[src/rtl/count_req_master_pkg.sv]
// Shared definitions for the count-request initiator: FSM state encoding and default widths.
package count_req_master_pkg;

    localparam logic [1:0] ST_IDLE     = 2'd0;
    localparam logic [1:0] ST_SEND     = 2'd1;
    localparam logic [1:0] ST_WAIT_RSP = 2'd2;
    localparam logic [1:0] ST_ACK      = 2'd3;

    localparam int DEFAULT_DATA_W = 8;
    localparam int DEFAULT_CNT_W  = 16;

endpackage

[src/rtl/count_req_master_req_serialiser.sv]
// Loads a parallel word and shifts it out MSB-first, with a strobe that stays high for DATA_W cycles.
module count_req_master_req_serialiser
    import count_req_master_pkg::*;
#(
    parameter int DATA_W = DEFAULT_DATA_W
) (
    input  logic              clk,
    input  logic              rst,
    input  logic              i_load,
    input  logic [DATA_W-1:0] i_data,
    output logic              o_req,
    output logic              o_req_data,
    output logic              o_last
);

    localparam int BC_W = (DATA_W > 1) ? $clog2(DATA_W) : 1;

    logic [DATA_W-1:0] r_shreg;
    logic [BC_W-1:0]   r_bitcnt;
    logic              r_req;

    // The shift register MSB is the serial bit; it drains to zero by the end of the frame.
    always_ff @(posedge clk or posedge rst) begin
        if (rst) begin
            r_shreg  <= '0;
            r_bitcnt <= '0;
            r_req    <= 1'b0;
        end else if (i_load) begin
            r_shreg  <= i_data;
            r_bitcnt <= BC_W'(DATA_W - 1);
            r_req    <= 1'b1;
        end else if (r_req) begin
            r_shreg <= r_shreg << 1;
            if (r_bitcnt == '0) begin
                r_req <= 1'b0;
            end else begin
                r_bitcnt <= r_bitcnt - BC_W'(1);
            end
        end
    end

    assign o_req      = r_req;
    assign o_req_data = r_shreg[DATA_W-1];
    assign o_last     = r_req && (r_bitcnt == '0);

endmodule

[src/rtl/count_req_master.sv]
// Initiator of the serial count-request protocol: sends a delay frame, waits for the
// responder's result, acknowledges it and reports elapsed cycles or a timeout.
module count_req_master
    import count_req_master_pkg::*;
#(
    parameter int DATA_W  = DEFAULT_DATA_W,
    parameter int CNT_W   = DEFAULT_CNT_W,
    parameter int TIMEOUT = 1000
) (
    input  logic              clk,
    input  logic              rst,
    input  logic              cmd_valid_i,
    input  logic [DATA_W-1:0] cmd_data_i,
    output logic              cmd_ready_o,
    output logic              req_o,
    output logic              req_data_o,
    input  logic              busy_i,
    input  logic              rsp_i,
    output logic              ack_o,
    output logic              done_o,
    output logic              timeout_o,
    output logic [CNT_W-1:0]  elapsed_o
);

    localparam logic [CNT_W-1:0] TIMEOUT_C = CNT_W'(TIMEOUT);

    logic [1:0]       r_state;
    logic [CNT_W-1:0] r_cnt;
    logic [CNT_W-1:0] r_elapsed;
    logic             r_ack;
    logic             r_done;
    logic             r_timeout;

    logic w_accept;
    logic w_last;

    function automatic logic [CNT_W-1:0] sat_inc(input logic [CNT_W-1:0] v);
        return (&v) ? v : v + CNT_W'(1);
    endfunction

    assign cmd_ready_o = (r_state == ST_IDLE) && !busy_i;
    assign w_accept    = cmd_valid_i && cmd_ready_o;

    count_req_master_req_serialiser #(
        .DATA_W(DATA_W)
    ) u_ser (
        .clk        (clk),
        .rst        (rst),
        .i_load     (w_accept),
        .i_data     (cmd_data_i),
        .o_req      (req_o),
        .o_req_data (req_data_o),
        .o_last     (w_last)
    );

    always_ff @(posedge clk or posedge rst) begin
        if (rst) begin
            r_state   <= ST_IDLE;
            r_cnt     <= '0;
            r_elapsed <= '0;
            r_ack     <= 1'b0;
            r_done    <= 1'b0;
            r_timeout <= 1'b0;
        end else begin
            r_done    <= 1'b0;
            r_timeout <= 1'b0;
            case (r_state)
                ST_IDLE: begin
                    if (w_accept) begin
                        r_cnt   <= '0;
                        r_state <= ST_SEND;
                    end
                end
                ST_SEND: begin
                    r_cnt <= sat_inc(r_cnt);
                    if (w_last) r_state <= ST_WAIT_RSP;
                end
                ST_WAIT_RSP: begin
                    r_cnt <= sat_inc(r_cnt);
                    // A response arriving on the timeout cycle still takes the ACK path.
                    if (rsp_i) begin
                        r_elapsed <= r_cnt;
                        r_state   <= ST_ACK;
                    end else if (r_cnt >= TIMEOUT_C) begin
                        r_elapsed <= TIMEOUT_C;
                        r_done    <= 1'b1;
                        r_timeout <= 1'b1;
                        r_state   <= ST_IDLE;
                    end
                end
                default: begin
                    if (rsp_i) begin
                        r_ack <= 1'b1;
                    end else begin
                        r_ack   <= 1'b0;
                        r_done  <= 1'b1;
                        r_state <= ST_IDLE;
                    end
                end
            endcase
        end
    end

    assign ack_o     = r_ack;
    assign done_o    = r_done;
    assign timeout_o = r_timeout;
    assign elapsed_o = r_elapsed;

endmodule

[config.mk]
export PLATFORM = sky130hd
export DESIGN_NAME = count_req_master
export DESIGN_NICKNAME = d
export VERILOG_FILES = /design/src/rtl/count_req_master_pkg.sv /design/src/rtl/count_req_master_req_serialiser.sv /design/src/rtl/count_req_master.sv
export SDC_FILE = /design/constraint.sdc
export NUM_CORES = 1
export LEC_CHECK = 0
export BUFFER_PORTS_ARGS = -buffer_cell sky130_fd_sc_hd__buf_2
export CORE_MARGIN = 2
export CORE_UTILIZATION = 57
export DETAILED_ROUTE_END_ITERATION = 6
export GPL_ROUTABILITY_DRIVEN = 0
export GPL_TIMING_DRIVEN = 0
export PLACE_DENSITY = 0.79
export SYNTH_ARGS = -nofsm -noshare
export SYNTH_HDL_FRONTEND = slang
export SYNTH_HIERARCHICAL = 1
export SYNTH_SLANG_ARGS = --single-unit
[constraint.sdc]
create_clock -name clk -period 2.5 [get_ports clk]
set_input_delay 0.25 -clock clk [delete_from_list [all_inputs] [get_ports clk]]
set_output_delay 0.25 -clock clk [all_outputs]
set_load 0.05 [all_outputs]
Word level (Yosys, flattened, before mapping). Index checks and enable logic that the tools add are counted.

Bits in registers: 49. Input port bits: 13. Output and inout bits: 22. Logic and storage cells: 62.

Add/sub/neg operators: 2. Magnitude comparators: 1. Equality and inequality tests: 8. Muxes and demuxes: 25. Reductions and logical operators: 17.

Operators by type and width (count): 2-to-1 mux 16 bit (4); one-hot mux 16 bit (2 select lines) (1); adder 16 x 1 -> 16 bit (second input constant) (1); >= comparator 16 x 10 -> 1 bit (second input constant) (1); 2-to-1 mux 8 bit (2); AND reduction 16 bit (1); 2-to-1 mux 2 bit (5); 2-to-1 mux 3 bit (3); 2-to-1 mux 1 bit (8); != test 2 x 1 -> 1 bit (second input constant) (3); one-hot mux 2 bit (3 select lines) (1); nonzero test 2 bit (3); != test 4 x 1 -> 1 bit (second input constant) (1); AND reduction 2 bit (2); AND reduction 4 bit (1); OR reduction 2 bit (2); logical AND 1 bit (3); logical NOT 3 bit (1); != test 3 bit (second input constant) (1); AND reduction 3 bit (1); OR reduction 3 bit (1); subtractor 3 x 1 -> 3 bit (second input constant) (1); equality test 2 x 1 -> 1 bit (second input constant) (1); equality test 2 bit (second input constant) (1); other kinds (4) (4).

Depth between registers and ports, before layout. Gate-level depths: netlist of run 1.

Depth after elaboration: 5. Gate-level depth with buffers: 8. Mapped depth without buffers: 8.

Hierarchy. The synthesis of run 1 kept the hierarchy.

Modules (own cells, without submodules): count_req_master (instances 1, cells each 191, area each 1951.9 um^2, seq. area each 925.9 um^2); count_req_master_req_serialiser (instances 1, cells each 58, area each 591.8 um^2, seq. area each 300.3 um^2).

Worst setup path before layout of run 1. No wires, ideal clock.

Kind: flip-flop to flip-flop. From: register r_state[0]. To: register r_cnt[11]. Library setup time: 0.078 ns. Arrival time: 2.036 ns. Data required time: 2.422 ns. Setup slack: 0.386 ns. Cell stages (with the launch flop): 9. Path buffers: 2. Clock period less this slack: 2.114 ns. Cells stage by stage: dfrtp_1 > inv_1 > ha_1 > buf_2 > nand2b_2 > a211o_1 > buf_6 > or4_1 > a21oi_1.

Word-level cells in the longest chain between the ends: 5. Elaborated cells on any way between the ends: 11. Classes of those cells: eq/ne: 4; mux: 1; reduce/logical: 6.

Ends and longest elaborated chain: start, declared (RTL line count_req_master.sv:27) `logic [1:0] r_state;`; start signal, assigned (RTL line count_req_master.sv:58) `r_state <= ST_IDLE;`; start signal, assigned (RTL line count_req_master.sv:71) `r_state <= ST_SEND;`; start signal, assigned (RTL line count_req_master.sv:76) `if (w_last) r_state <= ST_WAIT_RSP;`; logical NOT 2 bit (RTL line count_req_master.sv:41, count_req_master.sv:67); logical AND 1 bit (RTL line count_req_master.sv:41) `assign cmd_ready_o = (r_state == ST_IDLE) && !busy_i;`; logical AND 1 bit (RTL line count_req_master.sv:42) `assign w_accept = cmd_valid_i && cmd_ready_o;`; != test 2 x 1 -> 1 bit (no line); AND reduction 3 bit (no line); end signal, assigned (RTL line count_req_master.sv:75) `r_cnt <= sat_inc(r_cnt);`; end signal, assigned (RTL line count_req_master.sv:79) `r_cnt <= sat_inc(r_cnt);`; end, declared (RTL line count_req_master.sv:28) `logic [CNT_W-1:0] r_cnt;`.

Parallel ways exist; a longest one is shown, timed or not. A chain may end at the register's enable or synchronous reset.

Worst setup path in the final report of run 1.
From: register r_state[0]. To: register r_cnt[7].

Same word-level chain as after synthesis.

==> results of run 1 <==
==> power by group through the flow <==
stage | registers, mW | logic (mW) | clock network (mW)
detailed placement | 1.33 | 1.79 | 0
floorplan | 1.73 | 0.972 | 0
finish | 1.32 | 1.78 | 0.591
CTS | 1.31 | 1.79 | 0.605
global placement | 1.31 | 1.74 | 0
global route | 1.36 | 1.94 | 0.626
==> path summary, 6_finish.rpt <==
kind                                          start                            to
min reg2reg                elapsed_o[3]$_DFFE_PP0P_      elapsed_o[3]$_DFFE_PP0P_
min                                   cmd_data_i[5]  u_ser/r_shreg[5]$_DFFE_PP0P_
max in group asynchronous                       rst     elapsed_o[10]$_DFFE_PP0P_
max                          r_state[0]$_DFFE_PP0P_          r_cnt[7]$_DFFE_PP0P_
min in group asynchronous                       rst         u_ser/o_req$_DFF_PP0_
max reg2reg                  r_state[0]$_DFFE_PP0P_          r_cnt[7]$_DFFE_PP0P_
==> cells in the mapped netlist (all sizes together) (3+ instances only) <==
master / number
a211o: 3
a211oi: 5
a21oi: 17
a22o: 10
and3: 3
buf: 8
clkbuf: 6
dfrtp: 49
ha: 9
inv: 15
mux2i: 12
nand2: 16
nand2b: 7
nand3: 7
nand4: 7
nor2: 13
nor3: 3
nor4: 3
o21ai: 19
o22a: 5
o31ai: 7
or4: 3
==> cells by family after synthesis <==
logic type / after synthesis
adder cells (fa/ha/maj): 9
multiplexers: 13
buffers and inverters: 29
flip-flops: 49
AO/OA/AOI/OAI: 78
AND/OR/NAND/NOR: 71
==> registers in the layout, indices dropped and copies added, names as in the netlist <==
signal / count
done_o: 1
elapsed_o: 16
r_cnt: 16
u_ser/o_req: 1
u_ser/r_shreg: 8
timeout_o: 1
u_ser/r_bitcnt: 3
ack_o: 1
r_state: 2
==> tightest hold or removal path, delay by kind of cell <==
kind,cells,cell delay (ps)
AND/OR/NAND/NOR,1,40
AO/OA/AOI/OAI,1,60
buffers and inverters,1,80
==> stage by stage <==
| step | total power, mW | instance area, um^2 | utilization |
|---|---|---|---|
| after global placement | 3.06 | 2770 | 0.641 |
| after global routing | 3.93 | 2930 | 0.678 |
| after detailed placement | 3.11 | 2800 | 0.648 |
| after CTS | 3.71 | 2930 | 0.678 |
| after floorplan | 2.70 | 2540 | - |
| final | 3.69 | 2930 | 0.678 |
==> final cells by class <==
cell class              count  area share
flip-flops and latches     49       0.418
multi-input cells         171       0.402
repair buffers             35      0.0691
plain buffers              14      0.0286
clock buffers               6      0.0282
well taps                  52      0.0222
inverters                  15      0.0192
clock inverters             2      0.0128
==> repair_timing <==
item / CTS / global route
hold endpoints to repair: 12 / 0
endpoints found under the setup margin: 0 / 0
hold buffers: 1 / 0
==> routing by layer <==
layer  part of all wire  global-route usage  routed length [um]
met1               0.46               0.303                2400
met2               0.46               0.352                2430
met3              0.061              0.0342                 320
met4              0.022              0.0901                 117
met5                  0                   0                   0
==> results.py, run 1 <==
metrics = {
    "power": {
        "switchingPower_mw": 1.68,
        "cellInternalPower_mw": 2.01,
        "power_density_nw_per_um2": 1260,
        "pwr-share-seq": 0.357,
        "clkPwrFrac": 0.160,
        "p_leak_nw": 1.39,
        "ir_worst_vdd_uv": 749,
        "combPwrFrac": 0.483,
        "p_sw_frac": 0.455,
    },
    "logic_synthesis": {
        "synth_top_family_by_area": "compound AO/OA/AOI/OAI gates",
        "syn-instance-count": 249,
        "ys_seq_area_frac": 0.482,
        "synth.area.top_cells": "dfrtp_1 (48%), mux2i_1 (4.7%), ha_1 (4.4%)",
        "yosysTopAreaCellShare": 0.482,
        "yosysTopAreaCell": "dfrtp_1",
        "synth_cell_type_count": 47,
        "ys_seq_elements": 49,
        "synthAdderAreaFrac": 0.0443,
        "synth_edf_count": 0,
        "synth_xor_area_frac": 0,
        "syn_nets": 271,
        "yosys_warnings": 6,
        "synth-compound-area-share": 0.210,
        "synthSimpleGateAreaFrac": 0.157,
        "syn_area_um2": 2540,
        "synthFlopType": "dfrtp_1",
        "synthArstFlopShare": 1.00,
        "synthMuxAreaShare": 0.0516,
        "synth.avg_cell_area_um2": 10.2,
    },
    "floorplan": {
        "coreArea_um2": 4320,
        "start_util": 0.588,
        "die_w_um": 70.8,
        "die_area_um2": 5010,
        "chipHeight_um": 70.8,
        "ioPinCount": 35,
        "rows": 24,
    },
    "finish": {
        "final_layout_size_suffix_gt1_frac": 0.195,
        "multi_input_area_um2": 1180,
        "fill_cells": 362,
        "layout_common_cells": "dfrtp_1 (49), buf_2 (36), a21oi_1 (17)",
        "area_growth_pct": 15.2,
        "final_nets": 313,
        "final_common_cell": "dfrtp_1",
        "insertedDiodeCount": 0,
        "seqCellArea_um2": 1230,
        "final_cells": 344,
    },
    "placed_design": {
        "port-buffer-count": 33,
        "placedCellCount": 335,
        "pre_cts_ws_ps": 202,
        "dpl.hpwl_mm": 3.78,
    },
    "detailed_routing": {
        "drc": 0,
        "vias": 2067,
        "first_iter_violations": 130,
        "via_per_inst": 6.01,
        "drt-pass1-iter-count": 4,
        "ant_nets": 0,
        "wire_per_inst_um": 15.3,
        "wirelength_mm": 5.26,
    },
    "min_path": {
        "hp-class": "primary input to register",
        "min_path_cells": 3,
    },
    "sta": {
        "fmaxAchievable_mhz": 432,
        "slew_violations": 0,
        "hold_ws_ps": 158,
        "clock_skew_ps": 12.9,
        "finalWorstSetupSlack_ps": 185,
        "tightest_slew_ps": 841,
        "min_period_over_period": 0.926,
        "hold_viol": 0,
        "rsz0062_at_grt": "no",
        "min_period_ps": 2320,
        "setup_viol": 0,
        "maxSlewHeadroom": 0.439,
        "fin_tns_setup_ps": 0,
    },
    "setup_path": {
        "startpoint_type": "register",
        "r2r_cells": 8,
        "cp_slowest_stage_delay_ps": 500,
        "worstPathArrival_ps": 2560,
        "r2r_slack_ps": 180,
        "crit_type": "register to register",
        "crit_path_end_kind": "register",
        "crit_path_top_delay_cell": "or4_1",
        "crit_family": "simple AND/OR/NAND/NOR gates",
        "path_depth": 8,
        "critPathMaxFanout": 10,
        "crit_buf_inv": 3,
        "cp.required_ps": 2740,
        "worstPathCellList": "inv_1, ha_1, buf_2, nand2b_2, a211o_1, buf_6, or4_1, a21oi_1",
    },
    "global_route": {
        "grt_overflow": 0,
        "grt_start_max_net_pins": 21,
        "grtUsageTotal": 0.220,
        "antenna_found_initial": 0,
        "grt_pass1_vias": 1905,
        "grt_pass1_wl_mm": 8.76,
    },
    "cts": {
        "clk_path_buf_depth": 2,
        "numCtsBuffers": 5,
        "post_cts_buffers": 0,
        "clock_latency_ps": 310,
        "cts_root_buf": "clkbuf_8",
        "htree_levels": 2,
        "cts_tree": "done",
        "clock-sinks": 49,
        "cts_resized": 0,
        "path_clk_slew_ps": 100,
    },
    "status": {
        "status": "complete, no violations",
    },
    "job": {
        "cap_violations": 0,
    },
}
Note: power is estimated with default switching activity, not from simulation.
==> run 2, diff against run 1 <==
Settings changed: SLEW_MARGIN set to 10, SYNTH_HIERARCHICAL 1 to not set.
==> run 2 against run 1 <==
Against the previous run:
- power shrank 8.2%
- first-iteration DRC count shrank 13%
- combinational power shrank 7%
- worst hold slack gained 32 ps
- highest routed layer unchanged
- worst setup slack gained 120 ps
- largest power group unchanged
- critical endpoint is now r_cnt[6]$_DFFE_PP0P_
- critical path type unchanged
==> results.py, run 2 <==
metrics = {
    "setup_path": {
        "r2r_slack_ps": 310,
        "crit_path_end_kind": "register",
        "critPathMaxFanout": 8,
        "startpoint_type": "register",
        "crit_path_top_delay_cell": "dfrtp_1",
        "crit_family": "simple AND/OR/NAND/NOR gates",
        "worstPathArrival_ps": 2390,
        "cp.required_ps": 2700,
        "worstPathCellList": "inv_1, ha_1, nand2b_1, and2_1, buf_2, or3_4, o41ai_1",
        "crit_type": "register to register",
        "cp_slowest_stage_delay_ps": 450,
        "crit_buf_inv": 2,
    },
    "floorplan": {
        "die_area_um2": 4930,
        "coreArea_um2": 4290,
        "ioPinCount": 35,
        "rows": 24,
        "start_util": 0.582,
        "chipHeight_um": 70.2,
        "die_w_um": 70.2,
    },
    "sta": {
        "fmaxAchievable_mhz": 456,
        "maxSlewHeadroom": 0.599,
        "min_period_over_period": 0.878,
        "clock_skew_ps": 4.27,
        "hold_ws_ps": 190,
        "slew_violations": 0,
        "fin_tns_setup_ps": 0,
        "rsz0062_at_grt": "no",
        "tightest_slew_ps": 601,
        "min_period_ps": 2190,
        "finalWorstSetupSlack_ps": 306,
        "setup_viol": 0,
        "hold_viol": 0,
    },
    "placed_design": {
        "pre_cts_ws_ps": 181,
        "placedCellCount": 322,
        "port-buffer-count": 34,
        "dpl.hpwl_mm": 3.57,
    },
    "global_route": {
        "met2_usage": 0.359,
        "met3_usage": 0.0404,
        "grtUsageTotal": 0.224,
        "grt_pass1_vias": 1911,
        "top_usage_layer": "met2",
        "grt_overflow": 0,
        "grt_pass1_wl_mm": 8.77,
        "grt_start_max_net_pins": 27,
        "antenna_found_initial": 0,
        "met1_usage": 0.311,
    },
    "logic_synthesis": {
        "syn_nets": 257,
        "synth-compound-area-share": 0.180,
        "synthAdderAreaFrac": 0.0451,
        "synth.area.top_cells": "dfrtp_1 (49%), mux2i_1 (6.0%), ha_1 (4.5%)",
        "synth.avg_cell_area_um2": 10.6,
        "synthMuxAreaShare": 0.0646,
        "syn-instance-count": 235,
        "ys_seq_area_frac": 0.491,
        "synthArstFlopShare": 1.00,
        "synthFlopType": "dfrtp_1",
        "ys_top_cells_by_count": "dfrtp_1 (49), nand2_1 (20), mux2i_1 (15)",
        "synth_edf_count": 0,
        "yosysTopAreaCell": "dfrtp_1",
        "synth_xor_area_frac": 0.00351,
        "yosysMostFrequentCell": "dfrtp_1",
        "synth_cell_type_count": 49,
        "synthSimpleGateAreaFrac": 0.183,
        "syn_area_um2": 2500,
        "ys_seq_elements": 49,
        "synth_top_family_by_area": "simple AND/OR/NAND/NOR gates",
        "yosys_warnings": 0,
        "yosysTopAreaCellShare": 0.491,
    },
    "finish": {
        "insertedDiodeCount": 0,
        "final_layout_size_suffix_gt1_frac": 0.208,
        "area_growth_pct": 14.3,
        "fill_cells": 342,
        "seqCellArea_um2": 1230,
        "final_nets": 300,
        "final_common_cell": "dfrtp_1",
        "final_cells": 331,
        "layout_common_cells": "dfrtp_1 (49), buf_2 (36), nand2_1 (20)",
        "multi_input_area_um2": 1190,
    },
    "cts": {
        "clock-sinks": 49,
        "post_cts_buffers": 0,
        "numCtsBuffers": 5,
        "cts_tree": "done",
        "cts_root_buf": "clkbuf_8",
        "clk_path_buf_depth": 2,
        "htree_levels": 2,
        "path_clk_slew_ps": 90,
        "clock_latency_ps": 300,
    },
    "detailed_routing": {
        "ant_nets": 0,
        "wirelength_mm": 4.87,
        "vias": 1950,
        "wire_per_inst_um": 14.7,
        "first_iter_violations": 113,
        "drt-pass1-iter-count": 4,
        "via_per_inst": 5.89,
        "drc": 0,
    },
    "power": {
        "power_density_nw_per_um2": 1190,
        "ir_worst_vdd_uv": 840,
        "p_leak_nw": 1.39,
    },
    "min_path": {
        "hp-class": "primary input to register",
    },
    "job": {
        "cap_violations": 0,
    },
    "status": {
        "status": "complete, no violations",
    },
}
[run 2: changes by cell type after synthesis, moves of 3 or more]
cell / before / now
mux2i_1: 12 / 15
o21ai_0: 12 / 7
a211oi_1: 5 / 1
o211ai_1: 0 / 3
nand2b_1: 5 / 8
nand2_1: 16 / 20
inv_1: 15 / 11
and2_1: 1 / 4
a21oi_1: 17 / 11
nand4_1: 7 / 4
o21ai_1: 7 / 4
[run 2: worst reg2reg max path: cells and delay by family (launching register included)]
| kind | cells | cell delay (ps) |
|---|---|---|
| compound gates | 1 | 250 |
| fa+ha+maj | 1 | 400 |
| simple gates | 3 | 710 |
| flops | 1 | 450 |
| buf+inv | 2 | 270 |
[run 2: final timing paths]
path,start,endpoint,depth (start not counted)
max,r_state[0]$_DFFE_PP0P_,r_cnt[6]$_DFFE_PP0P_,7
min,cmd_data_i[6],u_ser.r_shreg[6]$_DFFE_PP0P_,3
max reg2reg,r_state[0]$_DFFE_PP0P_,r_cnt[6]$_DFFE_PP0P_,7
min reg2reg,elapsed_o[5]$_DFFE_PP0P_,elapsed_o[5]$_DFFE_PP0P_,1
max in group asynchronous,rst,r_cnt[4]$_DFFE_PP0P_,4
min in group asynchronous,rst,ack_o$_DFFE_PP0N_,3
[run 2: layer usage]
layer,routed length (um),vias to the layer above
li1,-,959
met1,2340,943
met2,2290,43
met3,186,5
met4,55,0
met5,0,-
[run 2: final cells by class]
type | instances | area share
flip-flops and latches | 49 | 0.430
multi-input cells | 166 | 0.417
repair buffers | 36 | 0.0701
clock buffers | 5 | 0.0241
well taps | 52 | 0.0228
plain buffers | 9 | 0.0145
inverters | 11 | 0.0145
clock inverters | 3 | 0.00745
[run 2: kinds of logic after synthesis]
| group | Yosys count |
|---|---|
| fa+ha+maj | 9 |
| xor+xnor | 1 |
| flops | 49 |
| simple gates | 78 |
| compound gates | 62 |
| mux | 16 |
| buf+inv | 20 |
[run 2: where the power goes]
| group | leakage [nW] | switching (mW) | total (mW) | internal (mW) |
|---|---|---|---|---|
| Sequential | 0.628 | 0.218 | 1.27 | 1.05 |
| Combinational | 0.713 | 1.07 | 1.65 | 0.579 |
| Clock | 0.0445 | 0.269 | 0.467 | 0.199 |
| Total | 1.39 | 1.56 | 3.39 | 1.83 |
[run 2: timing repair]
item	in CTS	in global routing
gates resized for setup	0	2
endpoints found under the hold margin	23	0
setup endpoints to repair	0	1
hold buffers	1	0
[run 2: through the flow]
step                      area, um^2   util  total power, mW
after global placement          2730  0.636             2.88
after floorplan                 2500      -             2.54
final                           2850  0.665             3.39
after CTS                       2850  0.664             3.41
after global routing            2850  0.665             3.64
after detailed placement        2750  0.641             2.93
